File: src/rtl/fpu_pkg.sv
// Shared types and constants for the FP result writeback path.
// Flag bit positions, canonical NaN encodings and the buffered entry layout.
package fpu_pkg;

    localparam int FLG_NV = 4;
    localparam int FLG_DZ = 3;
    localparam int FLG_OF = 2;
    localparam int FLG_UF = 1;
    localparam int FLG_NX = 0;

    localparam logic [63:0] CANON_NAN_DP = 64'h7FF8_0000_0000_0000;
    localparam logic [31:0] CANON_NAN_SP = 32'h7FC0_0000;

    localparam int WB_TAG_W = 5;

    typedef struct packed {
        logic [63:0]         result;
        logic [4:0]          flags;
        logic [WB_TAG_W-1:0] tag;
    } fp_wb_entry_t;

endpackage

File: src/rtl/fpu_wb_fifo.sv
// Synchronous DEPTH-entry FIFO of writeback entries with flush.
// A push is refused when full even if a pop happens in the same cycle.
module fpu_wb_fifo
    import fpu_pkg::*;
#(
    parameter int DEPTH = 2
) (
    input  logic         clk,
    input  logic         rst,
    input  logic         i_push,
    input  logic         i_pop,
    input  logic         i_flush,
    input  fp_wb_entry_t i_wdata,
    output fp_wb_entry_t o_rdata,
    output logic [$clog2(DEPTH):0] o_count,
    output logic         o_full,
    output logic         o_empty
);

    localparam int AW = $clog2(DEPTH);
    localparam logic [AW:0] FULL_CNT = (AW+1)'(DEPTH);

    fp_wb_entry_t  r_mem [DEPTH];
    logic [AW-1:0] r_wr_ptr;
    logic [AW-1:0] r_rd_ptr;
    logic [AW:0]   r_count;
    logic          w_push;
    logic          w_pop;

    assign o_full  = (r_count == FULL_CNT);
    assign o_empty = (r_count == '0);
    assign w_push  = i_push & ~o_full;
    assign w_pop   = i_pop & ~o_empty;
    assign o_rdata = r_mem[r_rd_ptr];
    assign o_count = r_count;

    // Pointers are log2(DEPTH) wide so they wrap on their own.
    always_ff @(posedge clk) begin
        if (rst) begin
            r_wr_ptr <= '0;
            r_rd_ptr <= '0;
            r_count  <= '0;
            for (int i = 0; i < DEPTH; i++) begin
                r_mem[i] <= '0;
            end
        end else if (i_flush) begin
            r_wr_ptr <= '0;
            r_rd_ptr <= '0;
            r_count  <= '0;
        end else begin
            if (w_push) begin
                r_mem[r_wr_ptr] <= i_wdata;
                r_wr_ptr        <= r_wr_ptr + 1'b1;
            end
            if (w_pop) begin
                r_rd_ptr <= r_rd_ptr + 1'b1;
            end
            case ({w_push, w_pop})
                2'b10:   r_count <= r_count + 1'b1;
                2'b01:   r_count <= r_count - 1'b1;
                default: r_count <= r_count;
            endcase
        end
    end

endmodule

File: src/rtl/fpu_result_writeback.sv
// FP result writeback: NaN-box/canonicalise on entry, buffer, commit with
// valid/ready and accumulate sticky fflags from committed entries.
module fpu_result_writeback
    import fpu_pkg::*;
#(
    parameter int TAG_W     = 5,
    parameter int DEPTH     = 2,
    parameter bit CANON_NAN = 1'b1
) (
    input  logic             clk,
    input  logic             rst,
    input  logic             in_valid,
    output logic             in_ready,
    input  logic [63:0]      in_result,
    input  logic             in_is_dp,
    input  logic [4:0]       in_flags,
    input  logic [TAG_W-1:0] in_tag,
    input  logic             flush,
    output logic             out_valid,
    input  logic             out_ready,
    output logic [63:0]      out_result,
    output logic [TAG_W-1:0] out_tag,
    output logic [4:0]       out_flags,
    input  logic             csr_we,
    input  logic [4:0]       csr_wdata,
    output logic [4:0]       fflags
);

    function automatic logic [63:0] box_result(input logic [63:0] res, input logic is_dp);
        logic        dp_nan;
        logic        sp_nan;
        logic [31:0] sp;
        dp_nan = (res[62:52] == 11'h7FF) && (res[51:0] != '0);
        sp_nan = (res[30:23] == 8'hFF) && (res[22:0] != '0);
        if (is_dp) begin
            return (CANON_NAN && dp_nan) ? CANON_NAN_DP : res;
        end
        sp = (CANON_NAN && sp_nan) ? CANON_NAN_SP : res[31:0];
        return {32'hFFFF_FFFF, sp};
    endfunction

    fp_wb_entry_t            w_in_entry;
    fp_wb_entry_t            w_head;
    logic [$clog2(DEPTH):0]  w_count;
    logic                    w_full;
    logic                    w_empty;
    logic                    w_push;
    logic                    w_pop;
    logic [4:0]              r_fflags;

    assign w_in_entry.result = box_result(in_result, in_is_dp);
    assign w_in_entry.flags  = in_flags;
    assign w_in_entry.tag    = in_tag;

    assign in_ready  = ~w_full;
    assign out_valid = (w_count != '0);
    assign w_push    = in_valid & in_ready;
    assign w_pop     = out_ready & ~w_empty;

    fpu_wb_fifo #(.DEPTH(DEPTH)) u_fifo (
        .clk     (clk),
        .rst     (rst),
        .i_push  (w_push),
        .i_pop   (w_pop),
        .i_flush (flush),
        .i_wdata (w_in_entry),
        .o_rdata (w_head),
        .o_count (w_count),
        .o_full  (w_full),
        .o_empty (w_empty)
    );

    assign out_result = w_head.result;
    assign out_tag    = w_head.tag;
    assign out_flags  = w_head.flags;
    assign fflags     = r_fflags;

    // A commit coinciding with a flush or CSR write still contributes its flags.
    always_ff @(posedge clk) begin
        if (rst) begin
            r_fflags <= '0;
        end else begin
            r_fflags <= (csr_we ? csr_wdata : r_fflags) | (w_pop ? w_head.flags : 5'b0);
        end
    end

endmodule

File: config.mk
export PLATFORM = sky130hd
export DESIGN_NAME = fpu_result_writeback
export DESIGN_NICKNAME = d
export VERILOG_FILES = /design/src/rtl/fpu_pkg.sv /design/src/rtl/fpu_wb_fifo.sv /design/src/rtl/fpu_result_writeback.sv
export SDC_FILE = /design/constraint.sdc
export NUM_CORES = 1
export LEC_CHECK = 0
export ABC_AREA = 1
export ABC_CLOCK_PERIOD_IN_PS = 8100
export CORE_ASPECT_RATIO = 1.5
export CORE_MARGIN = 5
export CORE_UTILIZATION = 35
export DETAILED_ROUTE_END_ITERATION = 10
export DONT_BUFFER_PORTS = 1
export SYNTH_ARGS = -nofsm -noshare
export SYNTH_HDL_FRONTEND = slang
export SYNTH_SLANG_ARGS = --single-unit
File: constraint.sdc
create_clock -name clk -period 8.1 [get_ports clk]
set_clock_uncertainty 0.15 [all_clocks]
set_input_delay 1.62 -clock clk [delete_from_list [all_inputs] [get_ports clk]]
set_output_delay 1.62 -clock clk [all_outputs]
set_load 0.005 [all_outputs]
== After elaboration in Yosys (flattened, before gate mapping) ==
Memory sizes are Yosys's and may differ from the RTL's. A register that Yosys moved wholly into a read port is not among the register bits.
Index checks and enable logic that the tools add are counted.
Word-level totals
  register bits after elaboration: 9
  memory bits (writable): 148
  logic and storage cells: 49
  memories: 1
Memories
  u_fifo.r_mem: depth 2, bits a word 74, read ports 1, clocked after Yosys merged registers in 1, write ports 2, line fpu_wb_fifo.sv:23  | fp_wb_entry_t r_mem [DEPTH];
Cells by class
  add/subtract/negate cells: 4
  eq/ne operators: 5
  muxes and demuxes: 19
  bitwise logic cells: 7
  reduce and logical (&&, ||, !) cells: 9
Operators by type and width (number)
  $mux 64: 3
  $mux 74: 1
  $reduce_or 74->1: 1
  $reduce_bool 52->1: 1
  $mux 32: 1
  $reduce_bool 23->1: 1
  $eq 11x11->1 const B: 1
  $mux 1: 11
  $mux 5: 2
  $eq 8x8->1 const B: 1
  $or 5x5->5: 1
  $and 1x1->1: 4
  $eq 2x2->1 const B: 2
  $pmux 2 s2: 1
  $reduce_bool 2->1: 2
  $add 1x1->1 const B: 2
  $add 2x1->2 const B: 1
  $eq 2x1->1 const B: 1
  $logic_and 1x1->1: 2
  $logic_not 2->1: 1
  $not 1->1: 2
  $reduce_or 2->1: 1
  $sub 2x1->2 const B: 1

== Logic depth before layout (Yosys ltp) ==
  depth in word-level cells: 10
  depth in mapped cells: 10

== Hierarchy ==
A second synthesis with hierarchy kept.
Unflattened totals
  cells, all modules: 761
  area total of the unflattened synthesis: 7897.6 um2
By module, submodules not included
  fpu_wb_fifo: times used 1, cells an instance 509, area an instance 6578.8 um2, sequential area each 4544.4 um2
  fpu_result_writeback: times used 1, cells an instance 252, area an instance 1318.8 um2, sequential area each 100.1 um2

== Worst setup path after synthesis ==
OpenSTA, ideal clock, no wires.
  path kind: input to register
  start: input flush
  end: memory u_fifo.r_mem[0][0] (netlist name), enable pin
  library setup time: 0.434 ns
  arrival time: 3.961 ns
  required time: 7.516 ns
  path slack: 3.555 ns
  stages: 7
  buffers on the path: 2
  cell sequence: nor2_4 -> inv_1 -> nor3_2 -> inv_2 -> buf_4 -> buf_2 -> nand2_1
RTL lines
  start: declaration: line fpu_result_writeback.sv:18  | input logic flush,
  end: declaration: line fpu_wb_fifo.sv:23

==> flow_summary.ini <==
[critical_path]
required_ns = 6.33
cp_data_arrival_time_ns = 1.99
worst-setup-path-type = flop to primary output
critical-path-top-delay-family = flip-flops
crit_buf_inv = 0
critPathMaxFanout = 74
cp_slowest_stage_delay_ns = 1.07
path_cells = mux2_2
critPathCaptureType = primary output
cp_slowest_cell = dfxtp_4
worstSetupStartpointType = flop

[timing]
finalCritPeriodShare_pct = 46.4
rsz0062_at_grt = no
slew_headroom_pct = 26.9
hold_viol = 0
clock.fmax_ghz = 0.266
setup-tns-final_ns = 0
min_period_ns = 3.76
setup_viol = 0
worstMarginPinSlew_ns = 1.10
setup_slack_ns = 4.34
drv_slew = 0

[floorplanning]
die_w_um = 131
die_area_um2 = 24900
start_util_pct = 35.3
die_h_um = 191
core_area_um2 = 21600
rows = 66
ios = 167

[synth]
synth_nets = 760
ys_ff_latch = 158
syn_avg_cell_area_um2 = 11.3
syn-instance-count = 673
ys_types = 31
yosysSeqAreaShare_pct = 60.8
yosys_warnings = 0
synth_area_um2 = 7630

[clock_network]
numCtsBuffers = 17
cts_buffer_depth = 2
postCtsSetupBuffers = 0
clk_pin_slew_ns = 0.06
clock_sinks = 158
clk_latency_ns = 0.41
post_cts_resized = 0
postCtsHoldBufs = 0
ctsRootBufferMaster = clkbuf_16
cts_tree = done
htreeDepth = 4

[final_layout]
mostFrequentLayoutCells = nor2_1 (155), edfxtp_1 (148), mux2_2 (74), nand2_1 (65), inv_1 (53)
area_delta_synth_final_pct = 9.85
seq_area_um2 = 4650
multi_input_area_um2 = 2510
final_nets = 745
n_antenna_cell = 0
fill_cells = 2116
final_common_cell = nor2_1
drive_above_1_share_pct = 27.1

[detailed_routing]
dr.pass1.iters = 4
drc = 0
ant_nets = 0
drt_iter0_drc = 220
routedWlPerCell_um = 18.8
avgViaCountPerCell = 4.96
num_vias = 4673
wl_mm = 17.8

[pwr]
power.switching_uw = 407
power_density_nw_per_um2 = 230
pwr-share-comb_pct = 6.3
p_int_uw = 1520
swShare_pct = 21.1
leakage_uw = 0.00335
p_total_uw = 1930
pwr-share-seq_pct = 49.1
clockPowerShare_pct = 44.6
irDropWorstVdd_v = 0.000121

[global_routing]
grt_pass1_vias = 4714
antenna_found_initial = 0
overflow = 0
grt_pass1_wl_mm = 26.5
track_usage_pct = 14.4
grt_max_degree = 75

[placed_design]
place.gp.congestion = 0.745
hpwlAfterDp_mm = 11.2
place_ws_ns = 4.20
io_buffers = 0

[min_path]
hp-class = flop to flop

[outcome]
status = finished clean

[run]
maxCapViolCount = 0
-- state kept, by name, summed over array words and instances (netlist names), named ones only --
| signal | cells |
|---|---|
| u_fifo.r_mem | 148 |
| fflags | 5 |
| u_fifo.o_count | 2 |
| u_fifo.r_rd_ptr | 1 |
| u_fifo.r_wr_ptr | 1 |
-- power groups by stage --
stage                     logic [uW]  registers, uW  clock network, uW
final                            121            949                862
after detailed placement         125            967                  0
after global placement           124            965                  0
after global routing             135            953                914
after CTS                        125            949                882
after floorplan                 99.4            962                  0
-- metrics by stage --
stage | instances | utilization (%) | cell area, um2 | hold slack (ns)
after floorplan | 673 | - | 7630 | 0.275
after global routing | 943 | 38.8 | 8390 | 0.331
after CTS | 943 | 38.8 | 8390 | 0.299
after global placement | 911 | 35.8 | 7760 | 0.277
after detailed placement | 911 | 35.8 | 7760 | 0.285
final | 943 | 38.8 | 8390 | 0.298
-- cells in the mapped netlist --
master      n  share of area [%]
mux2i_1     5               0.66
buf_4       6               0.59
nor2_1    155                7.6
clkbuf_1    7               0.34
buf_12      2               0.52
a21oi_2    20                2.3
nand3_2     1               0.13
nor4_4      1               0.28
or2_2      20                1.6
inv_1      54                2.7
nand4_1     4               0.33
nand3_4     1               0.23
nor3_1      1              0.066
a21oi_1    35                2.3
inv_2       1              0.049
dfxtp_1    10                2.6
buf_2      16                1.0
o21ai_0     4               0.26
ha_1        1               0.16
nor2_2      2               0.16
buf_1       1              0.049
nand3_1     3               0.20
nand2_1    67                3.3
buf_6       7                1.0
clkinv_2    1              0.066
nor2_4      1               0.15
nand2_2    22                1.8
edfxtp_1  148                 58
mux2_2     74                 11
nor3_2      2               0.26
clkinv_1    1              0.049
-- metal layers --
layer / track usage [%] / part of all wire [%]
met5: 0 / 0
met4: 5.30 / 2.2
met3: 5.33 / 6.2
met2: 25.2 / 54
met1: 15.6 / 38
-- cells by family (layout without fill, tap and decap cells) --
kind of cell | count (synthesis) | after routing | synth area share (%)
compound gates | 59 | 59 | 4.85
fa+ha+maj | 1 | 1 | 0.164
buf+inv | 96 | 94 | 6.41
flops | 158 | 158 | 60.8
mux | 79 | 79 | 11.6
simple gates | 280 | 280 | 16.2
-- final cells by class --
class                           count  share of cell area, %
Sequential cell                   158                   55.4
Multi-Input combinational cell    419                   30.0
Clock buffer                       20                   5.21
Tap cell                          272                   4.06
Inverter                           57                   2.57
Clock inverter                     12                   2.30
Timing Repair Buffer                5                  0.448
-- final timing paths --
kind	end	slack, ns	cells past startpoint	from
worst min register to register	flop	0.30	1	u_fifo.r_rd_ptr
worst max-delay path	out_result[26]	4.34	1	flop
worst min-delay path	flop	0.30	1	u_fifo.r_rd_ptr
worst max register to register	u_fifo.r_mem[0][14]	5.58	7	u_fifo.o_count[0]
No activity file was read; power rests on OpenSTA's default activity.
